<file path="src/rtl/ps2_pkg.sv">
// Shared types and scan-code constants for the PS/2 keyboard sequencer.
package ps2_pkg;

    typedef enum logic [2:0] {
        IDLE    = 3'd0,
        EXT     = 3'd1,
        BRK     = 3'd2,
        EXT_BRK = 3'd3,
        PEND    = 3'd4
    } state_t;

    localparam logic [7:0] SC_E0 = 8'hE0;
    localparam logic [7:0] SC_F0 = 8'hF0;
    localparam logic [7:0] SC_AA = 8'hAA;
    localparam logic [7:0] SC_FA = 8'hFA;
    localparam logic [7:0] SC_EE = 8'hEE;
    localparam logic [7:0] SC_FE = 8'hFE;
    localparam logic [7:0] SC_00 = 8'h00;
    localparam logic [7:0] SC_FF = 8'hFF;

    // Keyboard status replies (BAT ok, ACK, echo, resend) carry no key information.
    function automatic logic is_status_byte(input logic [7:0] c);
        return (c == SC_AA) || (c == SC_FA) || (c == SC_EE) || (c == SC_FE);
    endfunction

    // Keyboard buffer overrun / error codes.
    function automatic logic is_error_byte(input logic [7:0] c);
        return (c == SC_00) || (c == SC_FF);
    endfunction

endpackage

</file>
<file path="src/rtl/ps2_seq_timeout.sv">
// Idle-cycle counter used to abandon partial E0/F0 prefix sequences.
module ps2_seq_timeout
    import ps2_pkg::*;
#(
    parameter int TIMEOUT_CYCLES = 1_000_000,
    parameter int CW             = 20
) (
    input  logic clk,
    input  logic reset,
    input  logic i_clr,
    input  logic i_en,
    output logic o_tc
);

    logic [CW-1:0] r_cnt;

    always_ff @(posedge clk or negedge reset) begin
        if (!reset) begin
            r_cnt <= '0;
        end else if (i_clr) begin
            r_cnt <= '0;
        end else if (i_en && !o_tc) begin
            r_cnt <= r_cnt + CW'(1);
        end
    end

    assign o_tc = (r_cnt == CW'(TIMEOUT_CYCLES - 1));

endmodule

</file>
<file path="src/rtl/secuenciador_teclado_ps2.sv">
// PS/2 scan-code sequencer: decodes make/break/E0 sequences into FIFO writes with back-pressure.
// Optional build macro PS2_REPEAT_FILTER_EN discards typematic repeats of the held key.
module secuenciador_teclado_ps2
    import ps2_pkg::*;
#(
    parameter int B              = 8,
    parameter int TIMEOUT_CYCLES = 1_000_000,
    parameter int CW             = 20
) (
    input  logic         clk,
    input  logic         reset,
    input  logic         rx_done_tick,
    input  logic [B-1:0] rx_data,
    output logic         rx_en,
    input  logic         fifo_full,
    output logic         fifo_wr,
    output logic [B:0]   fifo_w_data,
    input  logic         clr_overrun,
    output logic         overrun,
    output logic         key_held
);

    state_t       r_state;
    logic         r_rx_en;
    logic         r_fifo_wr;
    logic [B:0]   r_fifo_w_data;
    logic [B:0]   r_pend;
    logic [B:0]   r_held;
    logic         r_key_held;
    logic         r_overrun;

    logic         w_is_e0;
    logic         w_is_f0;
    logic         w_is_status;
    logic         w_is_error;
    logic         w_in_prefix;
    logic         w_tmo_clr;
    logic         w_tmo_en;
    logic         w_tmo;
    logic         w_make;
    logic         w_break;
    logic [B:0]   w_event;
    logic         w_repeat;
    logic         w_ovr_set;
    logic         w_pend_entry;

    assign w_is_e0     = (rx_data == B'(SC_E0));
    assign w_is_f0     = (rx_data == B'(SC_F0));
    assign w_is_status = is_status_byte(rx_data[7:0]);
    assign w_is_error  = is_error_byte(rx_data[7:0]);

    assign w_in_prefix = (r_state == EXT) || (r_state == BRK) || (r_state == EXT_BRK);
    assign w_tmo_clr   = rx_done_tick || !w_in_prefix;
    assign w_tmo_en    = !w_tmo_clr;

    ps2_seq_timeout #(
        .TIMEOUT_CYCLES (TIMEOUT_CYCLES),
        .CW             (CW)
    ) u_timeout (
        .clk   (clk),
        .reset (reset),
        .i_clr (w_tmo_clr),
        .i_en  (w_tmo_en),
        .o_tc  (w_tmo)
    );

    // Event decode: what the byte arriving this cycle means in the current state.
    always_comb begin
        w_make  = 1'b0;
        w_break = 1'b0;
        w_event = {1'b0, rx_data};
        if (rx_done_tick) begin
            case (r_state)
                IDLE: begin
                    w_make = !w_is_e0 && !w_is_f0 && !w_is_status && !w_is_error;
                end
                EXT: begin
                    w_make  = !w_is_f0;
                    w_event = {1'b1, rx_data};
                end
                BRK: begin
                    w_break = 1'b1;
                end
                EXT_BRK: begin
                    w_break = 1'b1;
                    w_event = {1'b1, rx_data};
                end
                default: ;
            endcase
        end
    end

`ifdef PS2_REPEAT_FILTER_EN
    assign w_repeat = r_key_held && (r_held == w_event);
`else
    assign w_repeat = 1'b0;
`endif

    // Bytes lost: error codes from the keyboard, or a byte landing while stalled.
    assign w_ovr_set    = rx_done_tick &&
                          (((r_state == IDLE) && w_is_error) || (r_state == PEND));
    assign w_pend_entry = w_make && !w_repeat && fifo_full;

    always_ff @(posedge clk or negedge reset) begin
        if (!reset) begin
            r_state       <= IDLE;
            r_rx_en       <= 1'b1;
            r_fifo_wr     <= 1'b0;
            r_fifo_w_data <= '0;
            r_pend        <= '0;
            r_held        <= '0;
            r_key_held    <= 1'b0;
            r_overrun     <= 1'b0;
        end else begin
            r_fifo_wr <= 1'b0;
            r_overrun <= w_ovr_set || (r_overrun && !clr_overrun);

            case (r_state)
                IDLE: begin
                    if (rx_done_tick) begin
                        if (w_is_e0) begin
                            r_state <= EXT;
                        end else if (w_is_f0) begin
                            r_state <= BRK;
                        end
                    end
                end
                EXT: begin
                    if (rx_done_tick) begin
                        r_state <= w_is_f0 ? EXT_BRK : IDLE;
                    end else if (w_tmo) begin
                        r_state <= IDLE;
                    end
                end
                BRK, EXT_BRK: begin
                    if (rx_done_tick || w_tmo) begin
                        r_state <= IDLE;
                    end
                end
                PEND: begin
                    if (!fifo_full) begin
                        r_fifo_wr     <= 1'b1;
                        r_fifo_w_data <= r_pend;
                        r_rx_en       <= 1'b1;
                        r_state       <= IDLE;
                    end
                end
                default: begin
                    r_state <= IDLE;
                    r_rx_en <= 1'b1;
                end
            endcase

            // Key-press events; held-key tracking follows every accepted make.
            if (w_make) begin
                r_held     <= w_event;
                r_key_held <= 1'b1;
                if (!w_repeat && !fifo_full) begin
                    r_fifo_wr     <= 1'b1;
                    r_fifo_w_data <= w_event;
                end
            end

            if (w_pend_entry) begin
                r_pend  <= w_event;
                r_state <= PEND;
                r_rx_en <= 1'b0;
            end

            if (w_break && (w_event == r_held)) begin
                r_key_held <= 1'b0;
            end
        end
    end

    assign rx_en       = r_rx_en;
    assign fifo_wr     = r_fifo_wr;
    assign fifo_w_data = r_fifo_w_data;
    assign overrun     = r_overrun;
    assign key_held    = r_key_held;

endmodule
</file>
<file path="config.mk">
export PLATFORM = sky130hd
export DESIGN_NAME = secuenciador_teclado_ps2
export DESIGN_NICKNAME = d
export VERILOG_FILES = /design/src/rtl/ps2_pkg.sv /design/src/rtl/ps2_seq_timeout.sv /design/src/rtl/secuenciador_teclado_ps2.sv
export SDC_FILE = /design/constraint.sdc
export NUM_CORES = 1
export LEC_CHECK = 0
export ABC_AREA = 1
export CAP_MARGIN = 20
export CORE_MARGIN = 5
export CORE_UTILIZATION = 52
export DETAILED_ROUTE_END_ITERATION = 16
export MAX_ROUTING_LAYER = met4
export PLACE_DENSITY = 0.76
export SETUP_SLACK_MARGIN = 0.2
export SYNTH_ARGS = -nofsm -noshare
export SYNTH_HDL_FRONTEND = slang
export SYNTH_SLANG_ARGS = --single-unit
</file>
<file path="constraint.sdc">
create_clock -name clk -period 1.42 [get_ports clk]
set_input_delay 0.284 -clock clk [delete_from_list [all_inputs] [get_ports clk]]
set_output_delay 0.284 -clock clk [all_outputs]
set_load 0.01 [all_outputs]
</file>
==> results of run 1 <==
[kinds of logic after synthesis]
logic type               count (synthesis)  share of synthesized area [%]
AND/OR/NAND/NOR                        170                          27.37
AO/OA/AOI/OAI                           63                          13.27
buffers and inverters                   54                          8.134
flip-flops                              54                          45.10
multiplexers                             9                          3.379
XOR/XNOR                                 8                          2.336
adder cells (fa/ha/maj)                  1                         0.4171
[area by class of cell]
type	instances	share of cell area (%)
Clock inverter	3	1.514
Inverter	45	4.047
Clock buffer	5	1.514
Tap cell	72	1.982
Multi-Input combinational cell	251	38.02
Sequential cell	54	29.82
Timing Repair Buffer	120	23.10
[where the power goes]
part / switching, mW / internal [mW] / leakage, nW
clock network: 0.548 / 0.707 / 0.0683
logic: 1.38 / 1.42 / 1.40
registers: 0.364 / 1.95 / 0.699
[state kept, by name (all words and copies together) (netlist names), 3 cells and up]
name / cells
u_timeout.r_cnt: 20
fifo_w_data: 9
r_held: 9
r_pend: 9
r_state: 3
[tightest hold or removal path, delay by kind of cell]
kind,cells,cell delay [ps]
simple gates,1,90
compound gates,1,50
buf+inv,1,300
[placed cells by master, fill, tap and decap left out, types with 3 or more instances in the layout]
cell             instances
a21oi_1                 12
a21oi_2                  4
buf_12                   4
buf_2                   12
buf_4                   73
buf_6                   15
clkbuf_8                 5
clkdlybuf4s50_1          3
dfrtp_1                 51
dlygate4sd2_1            8
inv_1                   36
inv_2                    5
mux2_2                   9
nand2_1                 50
nand2_2                 15
nand2_4                 13
nand3_1                 19
nand3_2                  5
nand3_4                  4
nand4_1                 11
nor2_1                  24
nor2_2                   6
nor2_4                   4
nor3_1                   5
nor3_4                   3
o211ai_1                 7
o21ai_0                  4
o21ai_1                 13
o21ai_2                 17
xnor2_1                  3
xor2_1                   5
[worst max-delay path by stage]
stage                                   start  cells after the start                               to
6_report               r_state[0]$_DFFE_PN0P_                     10         fifo_w_data[0]$_DFF_PN0_
3_5_place_dp                       rx_data[7]                     12         fifo_w_data[4]$_DFF_PN0_
4_1_cts                r_state[0]$_DFFE_PN0P_                     11         fifo_w_data[4]$_DFF_PN0_
2_1_floorplan  u_timeout.r_cnt[0]$_DFFE_PN0P_                      8  u_timeout.r_cnt[16]$_DFFE_PN0P_
3_3_place_gp                       rx_data[7]                     12         fifo_w_data[2]$_DFF_PN0_
5_1_grt                r_state[0]$_DFFE_PN0P_                     11         fifo_w_data[0]$_DFF_PN0_
[metrics by stage]
| stage | power, mW | TNS, ps | instance area [um^2] | cells | utilization (%) |
|---|---|---|---|---|---|
| after floorplan | 3.485 | -1096 | 3104 | 359 | - |
| after global placement | 4.298 | -20710 | 3852 | 507 | 69.53 |
| after detailed placement | 4.380 | -23120 | 3852 | 507 | 69.53 |
| after CTS | 5.842 | -6430 | 4232 | 536 | 76.38 |
| after global routing | 6.706 | -15050 | 4544 | 550 | 82.02 |
| final | 6.374 | -12520 | 4544 | 550 | 82.02 |
[repair_timing]
action / CTS / global route
cloned: 1 / 3
endpoints found under the hold margin: 53 / 0
pin swaps: 15 / 14
setup buffers: 19 / 11
endpoints found under the setup margin: 67 / 57
hold buffers: 1 / 0
resized for setup: 99 / 50
[metal layers]
metal	up-vias	global-route usage (%)
li1	1429	-
met1	1521	33.37
met2	199	40.85
met3	48	5.187
met4	0	7.050
met5	-	-
==> impl_metrics.json, run 1 <==
{
  "outcome": "complete, but fails checks",
  "failed_checks": "setup timing",
  "io_buffers": 25,
  "ys_ff_latch": 54,
  "routedWlPerCell_um": 18.52,
  "cts.root.buffer_cell": "clkbuf_8",
  "clock_path_buffers": 2,
  "diodes": 0,
  "seq_area_frac_synth_pct": 45.10,
  "min_path_cells": 3,
  "timing.hold.worst.class": "in2reg",
  "cp_top_family": "buffers and inverters",
  "synthesis.area_um2": 2999,
  "multiInputGateArea_um2": 1728,
  "setup.worst_path.end_class": "flop",
  "ys_dominant_reg_cell": "dfrtp_1",
  "global_route.usage.total_pct": 25.69,
  "remaining_drc_errors": 0,
  "synth_largest_type_area_fraction_pct": 44.22,
  "hpwlAfterDp_um": 5395,
  "timing.critical_path.mode_cell": "buf_4",
  "synth.most_common_cell": "nand2_1",
  "vias": 3197,
  "seq_area_um2": 1355,
  "critical_path_arrival_ps": 1980,
  "tritoncts": "done",
  "min_period_over_period_pct": 125.8,
  "layout-drive-gt1-share_pct": 46.03,
  "power.density_cell_area_nw_per_um2": 1403,
  "clock_sink_count": 54,
  "yosys_cell_types": 36,
  "clock_skew_ps": 9.825,
  "post-route-worst-setup-slack_ps": -366.0,
  "worstRegToRegCells": 10,
  "number_of_enable_flip_flop_cells_after_synthesis": 0,
  "shortest_clock_period_the_worst_path_allows_after_layout_ps": 1786,
  "met2_length_um": 4891,
  "antenna_found_initial": 0,
  "vdd.ir_drop.worst_mv": 0.9793,
  "place_worst_setup_slack_ps": -627.4,
  "layout.nets": 491,
  "power.static_leakage_nw": 2.168,
  "clkSlewWorstSetupHoldPaths_ps": 110,
  "clock.fmax_ghz": 0.5599,
  "worst-r2r-setup-slack_ps": -370,
  "synth_top_area_cell": "dfrtp_1",
  "synth_nets": 373,
  "slowest_delay_ps": 390,
  "number_of_hold_violations_in_the_final_report": 0,
  "grt-ovfl-total": 0,
  "die-area_um2": 7387,
  "critPathSlowestCell": "dfrtp_1",
  "rr_startpoint": "r_state[0]$_DFFE_PN0P_",
  "row_count": 27,
  "setup_viol": 53,
  "rsz0062_at_grt": "true",
  "critical_path.startpoint_type": "flop",
  "core_um2": 5540,
  "filler_cell_count": 315,
  "worst_pin_slew_ps": 362.2,
  "slew_viol_final": 0,
  "io-pin-count": 26,
  "drtPass1Iterations": 5,
  "max-slew-margin-rel_pct": 75.65,
  "maxCapViolations": 0,
  "whs_endpoint": "r_held[3]$_DFFE_PN0N_",
  "grt_max_degree": 55,
  "holdCritStartpoint": "rx_data[3]",
  "final_wl_um": 10190,
  "yosysWarnings": 0,
  "cp.buffers_inverters": 4,
  "first_global_vias": 3007,
  "numCtsBuffers": 5,
  "drt-vias-per-instance": 5.813,
  "synth_top_cells_by_area": "dfrtp_1 (44%), nand2_1 (9.4%), inv_1 (5.4%), o21ai_2 (4.4%), nand3_1 (4.2%)",
  "critPathKind": "reg2reg",
  "final_weighted_congestion_of_routability_driven_global_placement": 0.9253,
  "die_width_um": 85.95,
  "hold-worst-slack_ps": 426.7,
  "synthToLayoutAreaGrowth_pct": 51.52,
  "critical_path.cell_chain": "buf_4 > buf_4 > nand3_4 > nor2_1 > o21ai_2 > nand2_8 > inv_6 > clkbuf_16 > nand2_1 > o211ai_1",
  "yosys-top-cells-count": "nand2_1 (75), dfrtp_1 (53), inv_1 (43)",
  "wire_length_of_the_first_global_routing_pass_um": 14770,
  "worst-endpoint-required_ps": 1610,
  "floorplan.initialDensity_pct": 54.13,
  "synth-async-reset-ratio_pct": 100.0,
  "worst_r2r_endpoint": "fifo_w_data[0]$_DFF_PN0_",
  "path_max_fanout": 6,
  "routed.top_layer": "met4",
  "cell_count_after_synthesis": 359,
  "cts.htree.levels": 2,
  "avgSynthCellArea_um2": 8.354,
  "routed-wl-met3_um": 840,
  "drt.antenna.violating_nets": 0,
  "m1WireLength_um": 3961,
  "detail_route.iter0.violations": 351,
  "clk_latency_ps": 320,
  "die_height_um": 85.95
}
Power figures use the tool's default switching activity.
==> run 2, diff against run 1 <==
Settings changed: CORE_ASPECT_RATIO set to 0.6.
==> run 2 against run 1 <==
Effect of this change:
- the run still ends with setup timing left
- largest cell class unchanged
- worst setup slack gained 88 ps
- sequential share of layout area grew 0.94 points
- critical path depth grew 2
==> impl_metrics.json, run 2 (synthesis gave the netlist of run 1 again) <==
{
  "vias": 3153,
  "hold-worst-slack_ps": 471.3,
  "shortest_clock_period_the_worst_path_allows_after_layout_ps": 1698,
  "largest_register": "u_timeout.r_cnt",
  "worst-r2r-setup-slack_ps": -280,
  "power_frac_seq_pct": 37.3,
  "cts.htree.levels": 2,
  "switching_share_pct": 38.23,
  "largest_register_ffs": 20,
  "pwr-share-clk_pct": 16.0,
  "setup_viol": 53,
  "numCtsBuffers": 5,
  "drt-vias-per-instance": 5.733,
  "worst_r2r_endpoint": "r_state[0]$_DFFE_PN0P_",
  "clk_latency_ps": 310,
  "clock.fmax_ghz": 0.5891,
  "maxCapViolations": 0,
  "layout_commonest_cell": "buf_4",
  "worst-endpoint-required_ps": 1630,
  "power.density_cell_area_nw_per_um2": 1374,
  "worstSetupStartpoint": "r_state[1]$_DFFE_PN0P_",
  "cp.buffers_inverters": 1,
  "outcome": "complete, but fails checks",
  "diodes": 0,
  "clock_sink_count": 54,
  "critPathKind": "reg2reg",
  "setup_total_negative_slack_ps": -8829,
  "fin_total_pwr_mw": 6.047,
  "rsz0062_at_grt": "true",
  "floorplan.initialDensity_pct": 53.59,
  "hpwlAfterDp_um": 5777,
  "netSwitchingPower_mw": 2.312,
  "final_cell_mix": "buf_4 (66), dfrtp_1 (52), nand2_1 (49)",
  "die_width_um": 108.0,
  "critPathSlowestCell": "dfrtp_1",
  "row_count": 21,
  "die_height_um": 68.83,
  "clkSlewWorstSetupHoldPaths_ps": 100,
  "wire_length_of_the_first_global_routing_pass_um": 14150,
  "timing.hold.worst.class": "in2async",
  "first_global_vias": 2844,
  "die-area_um2": 7436,
  "detail_route.iter0.violations": 359,
  "critical_path.cell_chain": "inv_2 > nand2_4 > nor2_4 > o21ai_2 > nor2_2 > nand3_4 > nand2_8 > nand2_4 > nand2_2 > nand2_1 > nand2_1 > nand2_1",
  "min_period_over_period_pct": 119.5,
  "pwr-share-comb_pct": 46.7,
  "cts.root.buffer_cell": "clkbuf_8",
  "antenna_found_initial": 0,
  "rr_startpoint": "r_state[1]$_DFFE_PN0P_",
  "layout-drive-gt1-share_pct": 45.74,
  "tritoncts": "done",
  "final_wl_um": 9679,
  "grt-ovfl-total": 0,
  "io-pin-count": 26,
  "io_buffers": 25,
  "cp_top_family": "simple AND/OR/NAND/NOR gates",
  "worst_pin_slew_ps": 421.2,
  "drtPass1Iterations": 5,
  "global_route.usage.total_pct": 25.65,
  "drt.antenna.violating_nets": 0,
  "slew_viol_final": 0,
  "timing.critical_path.mode_cell": "nand2_1",
  "post-route-worst-setup-slack_ps": -277.6,
  "number_of_hold_violations_in_the_final_report": 0,
  "vdd.ir_drop.worst_mv": 1.030,
  "clock_skew_ps": 6.781,
  "routedWlPerCell_um": 17.60,
  "layout.nets": 483,
  "path_max_fanout": 6,
  "worstRegToRegCells": 12,
  "synthToLayoutAreaGrowth_pct": 46.77,
  "filler_cell_count": 362,
  "failed_checks": "setup timing",
  "critical_path_arrival_ps": 1900,
  "max-slew-margin-rel_pct": 71.66,
  "p_int_mw": 3.735,
  "slowest_delay_ps": 410,
  "critical_path.startpoint_type": "flop",
  "clock_path_buffers": 2,
  "power.static_leakage_nw": 2.069,
  "grt_max_degree": 55,
  "remaining_drc_errors": 0,
  "core_um2": 5597,
  "setup.worst_path.end_class": "flop",
  "final_weighted_congestion_of_routability_driven_global_placement": 0.9143
}
[run 2: cell type report]
| type | count | area [um^2] | area share (%) |
|---|---|---|---|
| repair inverters | 2 | 20.02 | 0.4548 |
| multi-input cells | 253 | 1729 | 39.28 |
| repair buffers | 108 | 904.6 | 20.55 |
| clock buffers | 6 | 82.58 | 1.876 |
| flip-flops and latches | 54 | 1354 | 30.76 |
| inverters | 45 | 195.2 | 4.434 |
| well taps | 80 | 100.1 | 2.274 |
| clock inverters | 2 | 16.27 | 0.3695 |
[run 2: what timing repair did]
action | 4_1_cts | 5_1_grt
buffers inserted | 15 | 8
pin swaps | 8 | 11
gates cloned | 4 | 1
resized for setup | 97 | 51
hold buffers | 1 | 0
hold endpoints to repair | 53 | 0
setup endpoints to repair | 67 | 60
[run 2: worst reg2reg max path: cells and delay by family, from the launching register on]
| kind | cells | cell delay (ps) |
|---|---|---|
| AO/OA/AOI/OAI | 1 | 90 |
| AND/OR/NAND/NOR | 10 | 1000 |
| flip-flops | 1 | 410 |
| buffers and inverters | 1 | 90 |
[run 2: per-layer routing]
layer / global-route usage [%] / part of all wire (%)
met5: - / 0
met4: 3.465 / 2.0
met3: 4.930 / 9.2
met2: 38.31 / 44
met1: 37.38 / 44
[run 2: worst max-delay path by stage]
| stage | endpoint | slack [ps] | cells past startpoint |
|---|---|---|---|
| final | r_state[0]$_DFFE_PN0P_ | -280 | 12 |
| after floorplan | u_timeout.r_cnt[16]$_DFFE_PN0P_ | -50 | 8 |
| after global placement | fifo_w_data[4]$_DFF_PN0_ | -640 | 9 |
| after CTS | r_pend[4]$_DFFE_PN0P_ | -170 | 11 |
| after global routing | r_state[0]$_DFFE_PN0P_ | -320 | 12 |
| after detailed placement | fifo_w_data[4]$_DFF_PN0_ | -730 | 9 |
[run 2: through the flow]
step	util, %	instance area (um^2)	instances	worst slack [ps]
6_report	78.65	4402	550	-277.6
5_1_grt	78.65	4402	550	-315.3
4_1_cts	74.63	4177	541	-170.3
3_5_place_dp	68.52	3835	513	-729.1
3_3_place_gp	68.52	3835	513	-635.9
2_1_floorplan	-	3104	359	-53.25
[run 2: power groups by stage]
stage	logic [mW]	clock network [mW]	registers, mW
3_3_place_gp	1.96	0	2.26
6_report	2.82	0.968	2.26
3_5_place_dp	2.01	0	2.29
5_1_grt	3.02	1.05	2.30
4_1_cts	2.40	0.969	2.24
2_1_floorplan	1.20	0	2.29
